[src/rtl/dff_link_var_delay.sv]
// Programmable-delay register chain with per-stage valid, runtime tap select,
// flush and occupancy count. Define DFF_LINK_OUT_REG_EN to register the tap outputs.
module dff_link_var_delay #(
  parameter int WIDTH = 8,
  parameter int DEPTH = 16,
  parameter int SEL_W = 4
) (
  input  logic             CLK,
  input  logic             RST,
  input  logic             shift_en,
  input  logic             flush,
  input  logic             input_valid,
  input  logic [WIDTH-1:0] input_data,
  input  logic [SEL_W-1:0] delay_sel,
  output logic             output_valid,
  output logic [WIDTH-1:0] output_data,
  output logic [SEL_W:0]   fill_count,
  output logic             full
);

  localparam logic [SEL_W:0]   DEPTH_CNT = (SEL_W+1)'(DEPTH);
  localparam logic [SEL_W-1:0] LAST_TAP  = SEL_W'(DEPTH-1);

  logic [WIDTH-1:0] data [DEPTH];
  logic [DEPTH-1:0] vld;
  logic [SEL_W:0]   cnt;
  logic [SEL_W:0]   cnt_next;
  logic [SEL_W-1:0] tap;
  logic [WIDTH-1:0] tap_data;
  logic             tap_vld;

  // Entering and leaving valid bits cancel, so cnt stays within 0..DEPTH.
  always_comb begin
    cnt_next = cnt + (SEL_W+1)'(input_valid) - (SEL_W+1)'(vld[DEPTH-1]);
  end

  always_ff @(posedge CLK) begin
    if (RST) begin
      for (int unsigned i = 0; i < DEPTH; i++) begin
        data[i] <= '0;
      end
      vld <= '0;
      cnt <= '0;
    end else if (flush) begin
      vld <= '0;
      cnt <= '0;
    end else if (shift_en) begin
      data[0] <= input_data;
      for (int unsigned i = 1; i < DEPTH; i++) begin
        data[i] <= data[i-1];
      end
      vld <= {vld[DEPTH-2:0], input_valid};
      cnt <= cnt_next;
    end
  end

  always_comb begin
    tap = ({1'b0, delay_sel} >= DEPTH_CNT) ? LAST_TAP : delay_sel;
    tap_data = data[tap];
    tap_vld  = vld[tap];
  end

`ifdef DFF_LINK_OUT_REG_EN
  logic             out_vld_q;
  logic [WIDTH-1:0] out_data_q;

  // Flush clears only the valid flag; the data register keeps its last value.
  always_ff @(posedge CLK) begin
    if (RST) begin
      out_vld_q  <= 1'b0;
      out_data_q <= '0;
    end else if (flush) begin
      out_vld_q  <= 1'b0;
    end else begin
      out_vld_q  <= tap_vld;
      out_data_q <= tap_data;
    end
  end

  always_comb begin
    output_valid = out_vld_q;
    output_data  = out_data_q;
  end
`else
  always_comb begin
    output_valid = tap_vld;
    output_data  = tap_data;
  end
`endif

  always_comb begin
    fill_count = cnt;
    full       = (cnt == DEPTH_CNT);
  end

endmodule

[config.mk]
export PLATFORM = sky130hd
export DESIGN_NAME = dff_link_var_delay
export DESIGN_NICKNAME = d
export VERILOG_FILES = /design/src/rtl/dff_link_var_delay.sv
export SDC_FILE = /design/constraint.sdc
export NUM_CORES = 1
export LEC_CHECK = 0
export ABC_CLOCK_PERIOD_IN_PS = 3810
export CORE_MARGIN = 5
export CORE_UTILIZATION = 44
export CTS_CLUSTER_SIZE = 8
export DETAILED_ROUTE_END_ITERATION = 8
export PLACE_DENSITY_LB_ADDON = 0.3
export SKIP_CTS_REPAIR_TIMING = 1
export SLEW_MARGIN = 25
export SYNTH_ARGS = -nofsm -noshare
export SYNTH_HDL_FRONTEND = slang
export SYNTH_SLANG_ARGS = --single-unit
[constraint.sdc]
create_clock -name CLK -period 3.81 [get_ports CLK]
set_input_delay 0.381 -clock CLK [delete_from_list [all_inputs] [get_ports CLK]]
set_output_delay 0.381 -clock CLK [all_outputs]
set_load 0.01 [all_outputs]
==> results of run 1 <==
[worst max path at each step]
stage                     depth (start not counted)          from                       end
after global routing                              6  delay_sel[0]            output_data[2]
after global placement                            6  delay_sel[0]            output_data[2]
after CTS                                         6  delay_sel[0]            output_data[2]
after floorplan                                   3      shift_en  data[0][0]$_SDFFCE_PN0P_
after detailed placement                          6  delay_sel[0]            output_data[2]
final                                             6  delay_sel[0]            output_data[2]
[sequential cells by signal (all words and copies together), names as in the netlist]
signal and cells:
data 128, vld 16, fill_count 5
[cell usage after synthesis]
master | instances | share of area
sky130_fd_sc_hd__edfxtp_1 | 128 | 0.56
sky130_fd_sc_hd__and3_1 | 80 | 0.073
sky130_fd_sc_hd__nor2b_1 | 51 | 0.047
sky130_fd_sc_hd__clkbuf_1 | 25 | 0.014
sky130_fd_sc_hd__nor2_1 | 22 | 0.012
sky130_fd_sc_hd__dfxtp_1 | 21 | 0.062
sky130_fd_sc_hd__mux4_2 | 21 | 0.069
sky130_fd_sc_hd__mux2i_1 | 20 | 0.029
sky130_fd_sc_hd__a22oi_1 | 18 | 0.020
sky130_fd_sc_hd__mux4_1 | 14 | 0.054
sky130_fd_sc_hd__nand2_1 | 13 | 0.0071
sky130_fd_sc_hd__inv_1 | 8 | 0.0044
sky130_fd_sc_hd__ha_1 | 6 | 0.011
sky130_fd_sc_hd__a21oi_1 | 3 | 0.0022
sky130_fd_sc_hd__buf_2 | 3 | 0.0022
sky130_fd_sc_hd__buf_6 | 3 | 0.0049
sky130_fd_sc_hd__a21o_1 | 2 | 0.0022
sky130_fd_sc_hd__buf_1 | 2 | 0.0011
sky130_fd_sc_hd__buf_4 | 2 | 0.0022
sky130_fd_sc_hd__clkbuf_2 | 2 | 0.0015
sky130_fd_sc_hd__xnor2_1 | 2 | 0.0026
sky130_fd_sc_hd__a211oi_1 | 1 | 0.0011
sky130_fd_sc_hd__and2_1 | 1 | 0.00092
sky130_fd_sc_hd__buf_12 | 1 | 0.0029
sky130_fd_sc_hd__fa_1 | 1 | 0.0029
sky130_fd_sc_hd__mux4_4 | 1 | 0.0037
sky130_fd_sc_hd__nand2b_1 | 1 | 0.00092
sky130_fd_sc_hd__nor3_1 | 1 | 0.00073
sky130_fd_sc_hd__o21ai_0 | 1 | 0.00073
sky130_fd_sc_hd__or2_2 | 1 | 0.00092
sky130_fd_sc_hd__or3_1 | 1 | 0.00092
[power groups by stage]
stage,sequential [mW],clock [mW],combinational [mW]
floorplan,1.94,0,0.215
global placement,1.95,0,0.310
detailed placement,1.96,0,0.317
CTS,1.93,1.80,0.318
global route,1.94,1.88,0.340
finish,1.93,1.77,0.313
[cell families after synthesis]
family | after synthesis
and+or+nand+nor | 171
DFF | 149
muxes | 56
buffers and inverters | 46
AOI/OAI and AO/OA | 25
adders and majority gates | 7
xor gates and xnor gates | 2
[cell type report]
type | count | area share
Tap cell | 188 | 0.0297
Inverter | 8 | 0.00379
Clock buffer | 27 | 0.0754
Timing Repair Buffer | 40 | 0.0505
Clock inverter | 5 | 0.00631
Sequential cell | 149 | 0.538
Multi-Input combinational cell | 261 | 0.297
[worst register-to-register path, stage by stage (launching register included)]
cell and delay (ps):
sky130_fd_sc_hd__dfxtp_1 370, sky130_fd_sc_hd__inv_1 60, sky130_fd_sc_hd__ha_1 280, sky130_fd_sc_hd__inv_1 50
sky130_fd_sc_hd__ha_1 160, sky130_fd_sc_hd__inv_1 60, sky130_fd_sc_hd__fa_1 390, sky130_fd_sc_hd__nand2b_1 170
sky130_fd_sc_hd__a21oi_1 160, sky130_fd_sc_hd__mux2i_1 250, sky130_fd_sc_hd__mux2i_1 190
[per-layer routing]
layer,vias to the layer above,routed length (microns)
met1,1931,5900
li1,1788,-
met3,11,661
met5,-,0
met4,0,137
met2,97,6250
==> out/qor.yml, run 1 <==
status: "complete, no violations"
globalRoute.busiestLayer: "met2"
num-nets-final: 501
ys.warnings.count: 0
dp_hpwl_mm: 7.60
share_seq_of_total_power: 0.480
timing.final.crit_share: 0.734
worst_r2r_path_depth: 10
worstMarginPinSlew_ps: 701
clock_sink_count: 149
hold_path.startpoint: "RST"
stdcell_count: 678
floorplan.die.height_microns: 135
crit_type: "in2out"
post-route-drc-count: 0
tritoncts_clock_tree: "built"
peak_ir_drop_on_the_vdd_network_mv: 0.382
timing.final.max_slew_violations: 0
fraction_of_layout_cells_with_a_size_suffix_above_1: 0.139
synth-compound-area-share: 0.0260
io_buffers: 31
timing.critical_path.fanout_max: 27
maxCapViolCount: 0
grt_remaining_overflow: 0
max-clock-path-buffers: 2
adder_cell_fraction_of_synth_area: 0.0139
holdPathEnd: "data[11][5]$_SDFFCE_PP0P_"
cts_root_buffer: "sky130_fd_sc_hd__clkbuf_16"
routed_wire_length_per_instance_microns: 19.1
viasPerCell: 5.64
muxShareOfSynthArea: 0.156
num_cts_buffers: 17
finalSetupViolations: 0
hold_viol_final: 0
power.share.switching: 0.209
power.density_mw_per_mm2: 505
synthDistinctLibCells: 31
crit_path_cell_trace: "buf_2 > buf_12 > mux4_1 > a22oi_1 > nand2_1 > clkdlybuf4s50_1"
drt_wl_total_mm: 12.9
global_route_met1_utilization: 0.209
count_of_state_elements_after_synthesis: 149
power_leakage_nw: 3.25
via_count: 3827
die-width_microns: 135
r2r_end: "fill_count[4]$_SDFFE_PP0P_"
hold_class: "in2reg"
cts.clk_slew.worst_paths_ps: 60
power_report.internal_total_mw: 3.17
max_freq_mhz: 358
worst-endpoint-arrival_ps: 2420
cp_data_required_time_ps: 3430
pin_count_of_the_biggest_net_entering_global_routing: 111
grt_pass1_wl_mm: 20.9
synth-seq-area-share: 0.625
timing.hold.ws_ps: 417
critical_path.max_stage_delay_ps: 590
placedInstanceArea_sq_mm: 0.00728
final_area_sq_mm: 0.00793
largest_family_of_logic_cells_by_synthesized_area: "multiplexers"
routabilityCongestion: 0.709
die_ar_sq_mm: 0.0181
clock_tree.htree_level_count: 4
fill_cells: 1258
final_core_utilization: 0.522
post_synth_and_or_nand_nor_area_fraction: 0.144
grt_use_met2: 0.225
first_global_vias: 3817
cp.buffers_inverters: 3
fp-row-count: 45
post-route-min-period_ps: 2800
post_synth_xor_area_fraction: 0.00257
final-seq-area_sq_mm: 0.00426
area.growth.synth_to_final_pct: 16.2
dp_worst_setup_slack_ps: 959
syn-cell-area_sq_mm: 0.00683
grtUsageMet3: 0.0436
p_sw_mw: 0.837
leading_cell_type_in_the_layout_fill_and_taps_excluded: "sky130_fd_sc_hd__edfxtp_1"
fin_setup_tns_ps: 0
cp_top_family: "buffers and inverters"
worstHoldPathCells: 2
multi_input_gate_area_sq_mm: 0.00235
grt_use_total: 0.149
n_antenna_cell: 0
cp-end-kind: "output pin"
detailed_routing_iterations_pass_1: 5
timing.max_slew.rel_slack: 0.533
startpoint_type: "input port"
most-common-layout-cells: "sky130_fd_sc_hd__edfxtp_1, sky130_fd_sc_hd__and3_1, sky130_fd_sc_hd__nor2b_1, sky130_fd_sc_hd__clkdlybuf4s50_1"
netlist_instances: 456
timing.final.ws_setup_ps: 1010
grt_antenna_before_repair: 0
io_pins: 32
regToRegStartpoint: "fill_count[0]$_SDFFE_PP0P_"
unrepaired_setup_endpoints_after_global_routing: "false"
placed_cells_incl_taps: 646
finalPower_mw: 4.01
critical_path.slowest_cell: "sky130_fd_sc_hd__mux4_1"
postSynthNetCount: 480
timing.reg2reg.setup_slack_ps: 1600
share_clk_of_total_power: 0.441
final.setup_skew_ps: 7.81
clock_latency_ps: 420
comb_power_share: 0.078
start_util: 0.449
syn_area_per_cell_sq_um: 15.0
floorplan.core_area_sq_mm: 0.0152
detail-route-antenna-nets: 0
number_of_violations_reported_at_the_end_of_detailed_routing_iteration_0: 329
Power figures use the tool's default switching activity.
==> run 2: changes to the inputs <==
--- a/config.mk
+++ b/config.mk
@@ -5,7 +5,7 @@
 export SDC_FILE = /design/constraint.sdc
 export NUM_CORES = 1
 export LEC_CHECK = 0
-export ABC_CLOCK_PERIOD_IN_PS = 3810
+export ABC_CLOCK_PERIOD_IN_PS = 2800
 export CORE_MARGIN = 5
 export CORE_UTILIZATION = 44
 export CTS_CLUSTER_SIZE = 8
==> constraint.sdc (replaced) <==
create_clock -name CLK -period 2.8 [get_ports CLK]
set_input_delay 0.28 -clock CLK [delete_from_list [all_inputs] [get_ports CLK]]
set_output_delay 0.28 -clock CLK [all_outputs]
set_load 0.01 [all_outputs]
==> out/qor.yml, run 2 (synthesis gave the netlist of run 1 again) <==
status: "complete, no violations"
global_route_met1_utilization: 0.216  # +0.00744
crit_path_cell_trace: "clkdlybuf4s50_1 > buf_12 > mux4_4 > a22oi_1 > nand2_1 > clkdlybuf4s50_1"
power.density_mw_per_mm2: 668  # +32%
most_common_cell_on_crit_path: "sky130_fd_sc_hd__clkdlybuf4s50_1"
stdcell_count: 680  # +0.29%
area.growth.synth_to_final_pct: 15.7
hold_viol_final: 0  # unchanged
timing.final.crit_share: 0.913
post-route-drc-count: 0  # unchanged
post-route-min-period_ps: 2560
final_core_utilization: 0.519  # -0.00230
dp_hpwl_mm: 7.45  # -2.0%
fraction_of_layout_cells_with_a_size_suffix_above_1: 0.132  # -0.00666
clock_latency_ps: 410  # about the same
most-common-layout-cells: "sky130_fd_sc_hd__edfxtp_1, sky130_fd_sc_hd__and3_1, sky130_fd_sc_hd__nor2b_1, sky130_fd_sc_hd__clkdlybuf4s50_1"
number_of_violations_reported_at_the_end_of_detailed_routing_iteration_0: 381  # +16%
grt_pass1_wl_mm: 20.7  # -0.99%
peak_ir_drop_on_the_vdd_network_mv: 0.412  # +7.9%
tritoncts_clock_tree: "built"
fp-row-count: 45  # unchanged
detailed_routing_iterations_pass_1: 5  # unchanged
timing.critical_path.fanout_max: 31  # +15%
number_of_flip_flops_in_the_largest_register: 128  # unchanged
die-width_microns: 135  # unchanged
grt_remaining_overflow: 0  # unchanged
detail-route-antenna-nets: 0  # unchanged
n_antenna_cell: 0  # unchanged
routabilityCongestion: 0.767  # +8.1%
maxCapViolCount: 0  # unchanged
io_buffers: 31  # unchanged
via_count: 3821  # -0.16%
grt_use_total: 0.146  # -0.00271
num_cts_buffers: 17  # unchanged
clock_sink_count: 149  # unchanged
multi_input_gate_area_sq_mm: 0.00235  # unchanged
routed_wire_length_per_instance_microns: 18.5  # -2.9%
timing.max_slew.rel_slack: 0.355  # -0.178
leading_cell_type_in_the_layout_fill_and_taps_excluded: "sky130_fd_sc_hd__edfxtp_1"
grt_antenna_before_repair: 0  # unchanged
fill_cells: 1250  # -0.64%
grt_use_met2: 0.216  # -0.00922
clock_tree.htree_level_count: 4  # unchanged
worstMarginPinSlew_ps: 968  # +268 ps
hold_class: "in2reg"
die_ar_sq_mm: 0.0181  # unchanged
cp.buffers_inverters: 3  # unchanged
worst-endpoint-arrival_ps: 2280  # -140 ps
io_pins: 32  # unchanged
cp_data_required_time_ps: 2520  # -910 ps
globalRoute.busiestLayer: "met1"
floorplan.core_area_sq_mm: 0.0152  # unchanged
critical_path.max_stage_delay_ps: 530  # -60 ps
unrepaired_setup_endpoints_after_global_routing: "false"
cts_root_buffer: "sky130_fd_sc_hd__clkbuf_16"
viasPerCell: 5.62  # -0.45%
startpoint_type: "input port"
drt_wl_total_mm: 12.6  # -2.6%
registers.top_by_ff_count: "data"
max-clock-path-buffers: 2  # unchanged
start_util: 0.449  # unchanged
pin_count_of_the_biggest_net_entering_global_routing: 105  # -5.4%
critical_path.slowest_cell: "sky130_fd_sc_hd__clkdlybuf4s50_1"
fin_setup_tns_ps: 0  # unchanged
final_area_sq_mm: 0.00790  # -0.44%
num-nets-final: 503  # +0.40%
final-seq-area_sq_mm: 0.00426  # unchanged
timing.final.max_slew_violations: 0  # unchanged
final.setup_skew_ps: 7.54  # -0.267 ps
floorplan.die.height_microns: 135  # unchanged
cp-end-kind: "output pin"
first_global_vias: 3820  # +0.079%
max_freq_mhz: 391
power_leakage_nw: 3.22  # -0.98%
crit_type: "in2out"
placedInstanceArea_sq_mm: 0.00732  # +0.55%
finalSetupViolations: 0  # unchanged
cp_top_family: "buffers and inverters"
cts.clk_slew.worst_paths_ps: 60  # about the same
placed_cells_incl_taps: 648  # +0.31%
grtUsageMet3: 0.0358  # -0.00782
run 2: layout make-up:
type,instances,share of cell area
multi-input combinational,261,0.298
timing repair buffer,42,0.0558
inverter,8,0.00380
clock inverter,12,0.0173
clock buffer,20,0.0553
sequential,149,0.540
tap,188,0.0298
run 2: worst paths after layout:
| path | startpoint | cells past startpoint | to | slack (ps) |
|---|---|---|---|---|
| worst min register to register | fill_count[4]$_SDFFE_PP0P_ | 2 | fill_count[4]$_SDFFE_PP0P_ | 500 |
| worst max-delay path | delay_sel[1] | 6 | output_data[7] | 240 |
| worst max register to register | fill_count[0]$_SDFFE_PP0P_ | 10 | fill_count[4]$_SDFFE_PP0P_ | 600 |
| worst min-delay path | RST | 3 | fill_count[4]$_SDFFE_PP0P_ | 310 |
run 2: metal layers:
layer	vias to the layer above	routed length (microns)	share of wire
li1	1790	-	-
met3	2	432	0.034
met5	-	0	0
met2	67	5790	0.46
met4	0	36	0.0029
met1	1962	6350	0.50
run 2: report_power, final:
group | switching (mW) | internal [mW] | leakage, nW
Clock | 0.839 | 1.38 | 0.276
Combinational | 0.221 | 0.215 | 1.41
Sequential | 0.0587 | 2.56 | 1.53
run 2: worst reg2reg max path: stages (launching register included):
cell	delay, ps
sky130_fd_sc_hd__dfxtp_1	360
sky130_fd_sc_hd__inv_1	60
sky130_fd_sc_hd__ha_1	280
sky130_fd_sc_hd__inv_1	50
sky130_fd_sc_hd__ha_1	160
sky130_fd_sc_hd__inv_1	60
sky130_fd_sc_hd__fa_1	390
sky130_fd_sc_hd__nand2b_1	170
sky130_fd_sc_hd__a21oi_1	170
sky130_fd_sc_hd__mux2i_1	240
sky130_fd_sc_hd__mux2i_1	190
run 2: metrics by stage:
step           hold slack (ps)  power, mW  setup WS [ps]
2_1_floorplan              427       2.93            107
3_3_place_gp               484       3.08            242
3_5_place_dp               496       3.10            213
4_1_cts                    278       5.33            207
5_1_grt                    317       5.48            127
6_report                   305       5.27            242
==> run 3: changes to the inputs <==
--- a/config.mk
+++ b/config.mk
@@ -7,7 +7,8 @@
 export LEC_CHECK = 0
 export ABC_CLOCK_PERIOD_IN_PS = 2800
 export CORE_MARGIN = 5
-export CORE_UTILIZATION = 44
+export CORE_UTILIZATION = 30
+export CTS_BUF_LIST = sky130_fd_sc_hd__clkbuf_4 sky130_fd_sc_hd__clkbuf_8
 export CTS_CLUSTER_SIZE = 8
 export DETAILED_ROUTE_END_ITERATION = 8
 export PLACE_DENSITY_LB_ADDON = 0.3
==> out/qor.yml, run 3 (synthesis gave the netlist of run 1 again) <==
share_clk_of_total_power: 0.385  # -0.037
power.share.switching: 0.217  # +0.00459
timing.critical_path.fanout_max: 36  # +16%
hold_class: "in2reg"
fp-row-count: 55  # +22%
max-clock-path-buffers: 2  # unchanged
status: "complete, no violations"
number_of_violations_reported_at_the_end_of_detailed_routing_iteration_0: 241  # -37%
power_report.internal_total_mw: 3.89  # -6.4%
start_util: 0.303  # -0.146
die_ar_sq_mm: 0.0259  # +43%
share_seq_of_total_power: 0.527  # +0.031
dp_hpwl_mm: 8.41  # +13%
registers.top_by_ff_count: "data"
io_buffers: 31  # unchanged
die-width_microns: 161  # +20%
fraction_of_layout_cells_with_a_size_suffix_above_1: 0.147  # +0.0154
cp-end-kind: "output pin"
max_freq_mhz: 389  # -0.43%
routed_wire_length_per_instance_microns: 17.9  # -3.7%
cp.buffers_inverters: 3  # unchanged
routabilityCongestion: 0.740  # -3.5%
num_cts_buffers: 17  # unchanged
grt_remaining_overflow: 0  # unchanged
unrepaired_setup_endpoints_after_global_routing: "false"
comb_power_share: 0.088  # +0.005
critical_path.slowest_cell: "sky130_fd_sc_hd__clkdlybuf4s50_1"
power.density_mw_per_mm2: 627  # -6.1%
fin_setup_tns_ps: 0  # unchanged
p_sw_mw: 1.08  # -3.8%
area.growth.synth_to_final_pct: 16.0
leading_cell_type_in_the_layout_fill_and_taps_excluded: "sky130_fd_sc_hd__edfxtp_1"
grt_pass1_wl_mm: 22.2  # +7.5%
most_common_cell_on_crit_path: "sky130_fd_sc_hd__clkdlybuf4s50_1"
finalSetupViolations: 0  # unchanged
via_count: 3798  # -0.60%
post-route-min-period_ps: 2570  # +10.9 ps
clock_tree.htree_level_count: 4  # unchanged
number_of_flip_flops_in_the_largest_register: 128  # unchanged
floorplan.core_area_sq_mm: 0.0225  # +48%
clock_sink_count: 149  # unchanged
power_leakage_nw: 3.19  # -0.75%
timing.max_slew.rel_slack: 0.351  # -0.00364
timing.final.crit_share: 0.917  # +0.00391
detailed_routing_iterations_pass_1: 4  # -1
timing.final.max_slew_violations: 0  # unchanged
startpoint_type: "input port"
grt_antenna_before_repair: 0  # unchanged
most-common-layout-cells: "sky130_fd_sc_hd__edfxtp_1, sky130_fd_sc_hd__and3_1, sky130_fd_sc_hd__nor2b_1, sky130_fd_sc_hd__clkdlybuf4s50_1, sky130_fd_sc_hd__clkbuf_8"
n_antenna_cell: 0  # unchanged
tritoncts_clock_tree: "built"
num-nets-final: 506  # +0.60%
crit_type: "in2out"
cp_top_family: "buffers and inverters"
peak_ir_drop_on_the_vdd_network_mv: 0.291  # -29%
grt_use_total: 0.109  # -0.0373
io_pins: 32  # unchanged
post-route-drc-count: 0  # unchanged
hold_viol_final: 0  # unchanged
crit_path_cell_trace: "clkdlybuf4s50_1 > buf_12 > mux4_4 > a22oi_1 > nand2_1 > clkdlybuf4s50_1"
critical_path.max_stage_delay_ps: 510  # -20 ps
cp_data_required_time_ps: 2520  # about the same
viasPerCell: 4.87  # -13%
floorplan.die.height_microns: 161  # +20%
detail-route-antenna-nets: 0  # unchanged
first_global_vias: 4060  # +6.3%
cts_root_buffer: "sky130_fd_sc_hd__clkbuf_8"
cts.clk_slew.worst_paths_ps: 80  # +20 ps
worst-endpoint-arrival_ps: 2290  # about the same
finalPower_mw: 4.97  # -5.8%
clock_latency_ps: 440  # +30 ps
pin_count_of_the_biggest_net_entering_global_routing: 105  # unchanged
drt_wl_total_mm: 13.9  # +10%
timing.reg2reg.setup_slack_ps: 520  # -80 ps
final.setup_skew_ps: 16.7  # +9.15 ps
maxCapViolCount: 0  # unchanged
worstMarginPinSlew_ps: 974  # +5.47 ps
==> run 3: cell types whose count changed in the layout (fill, tap and decap cells not counted), moves of 2 or more <==
cell                         before  now
sky130_fd_sc_hd__clkbuf_16       17    0
sky130_fd_sc_hd__clkbuf_1         3    0
sky130_fd_sc_hd__buf_4            6   10
sky130_fd_sc_hd__clkbuf_8         0   23
sky130_fd_sc_hd__clkinvlp_4       2    0
sky130_fd_sc_hd__clkinv_1         3    1
sky130_fd_sc_hd__clkinv_2         4    2
==> run 3: worst paths after layout <==
path,to,cells past startpoint,from
hold / removal,data[13][7]$_SDFFCE_PP0P_,2,RST
setup reg to reg,fill_count[4]$_SDFFE_PP0P_,10,fill_count[0]$_SDFFE_PP0P_
setup / recovery,output_data[7],6,delay_sel[1]
hold reg to reg,fill_count[4]$_SDFFE_PP0P_,2,fill_count[4]$_SDFFE_PP0P_
==> run 3: layout make-up <==
class | instances | area (sq um)
tap | 285 | 357
inverter | 8 | 30.0
timing repair buffer | 45 | 450
fill | 2094 | 14600
sequential | 149 | 4260
clock inverter | 8 | 143
clock buffer | 24 | 324
multi-input combinational | 261 | 2350
==> run 3: routing by layer <==
layer / vias to the layer above / part of all wire / global-route usage / wire length (microns)
li1: 1793 / - / - / -
met1: 1923 / 0.49 / 0.151 / 6850
met2: 71 / 0.46 / 0.171 / 6470
met3: 11 / 0.037 / 0.0290 / 514
met4: 0 / 0.0070 / 0.0279 / 98
met5: - / 0 / 0 / 0
==> run 3: per-stage QoR <==
step	area [sq um]	hold slack (ps)	setup slack [ps]	cells	util
after floorplan	6830	427	107	456	-
after global placement	7450	497	197	748	0.331
after detailed placement	7450	503	215	748	0.331
after CTS	7920	228	199	780	0.352
after global routing	7920	254	124	780	0.352
final	7920	262	231	780	0.352
==> run 3: power groups by stage <==
| stage | combinational, mW | clock (mW) | sequential [mW] |
|---|---|---|---|
| after floorplan | 0.293 | 0 | 2.64 |
| after global placement | 0.439 | 0 | 2.66 |
| after detailed placement | 0.447 | 0 | 2.67 |
| after CTS | 0.448 | 1.97 | 2.62 |
| after global routing | 0.475 | 2.05 | 2.63 |
| final | 0.439 | 1.91 | 2.62 |
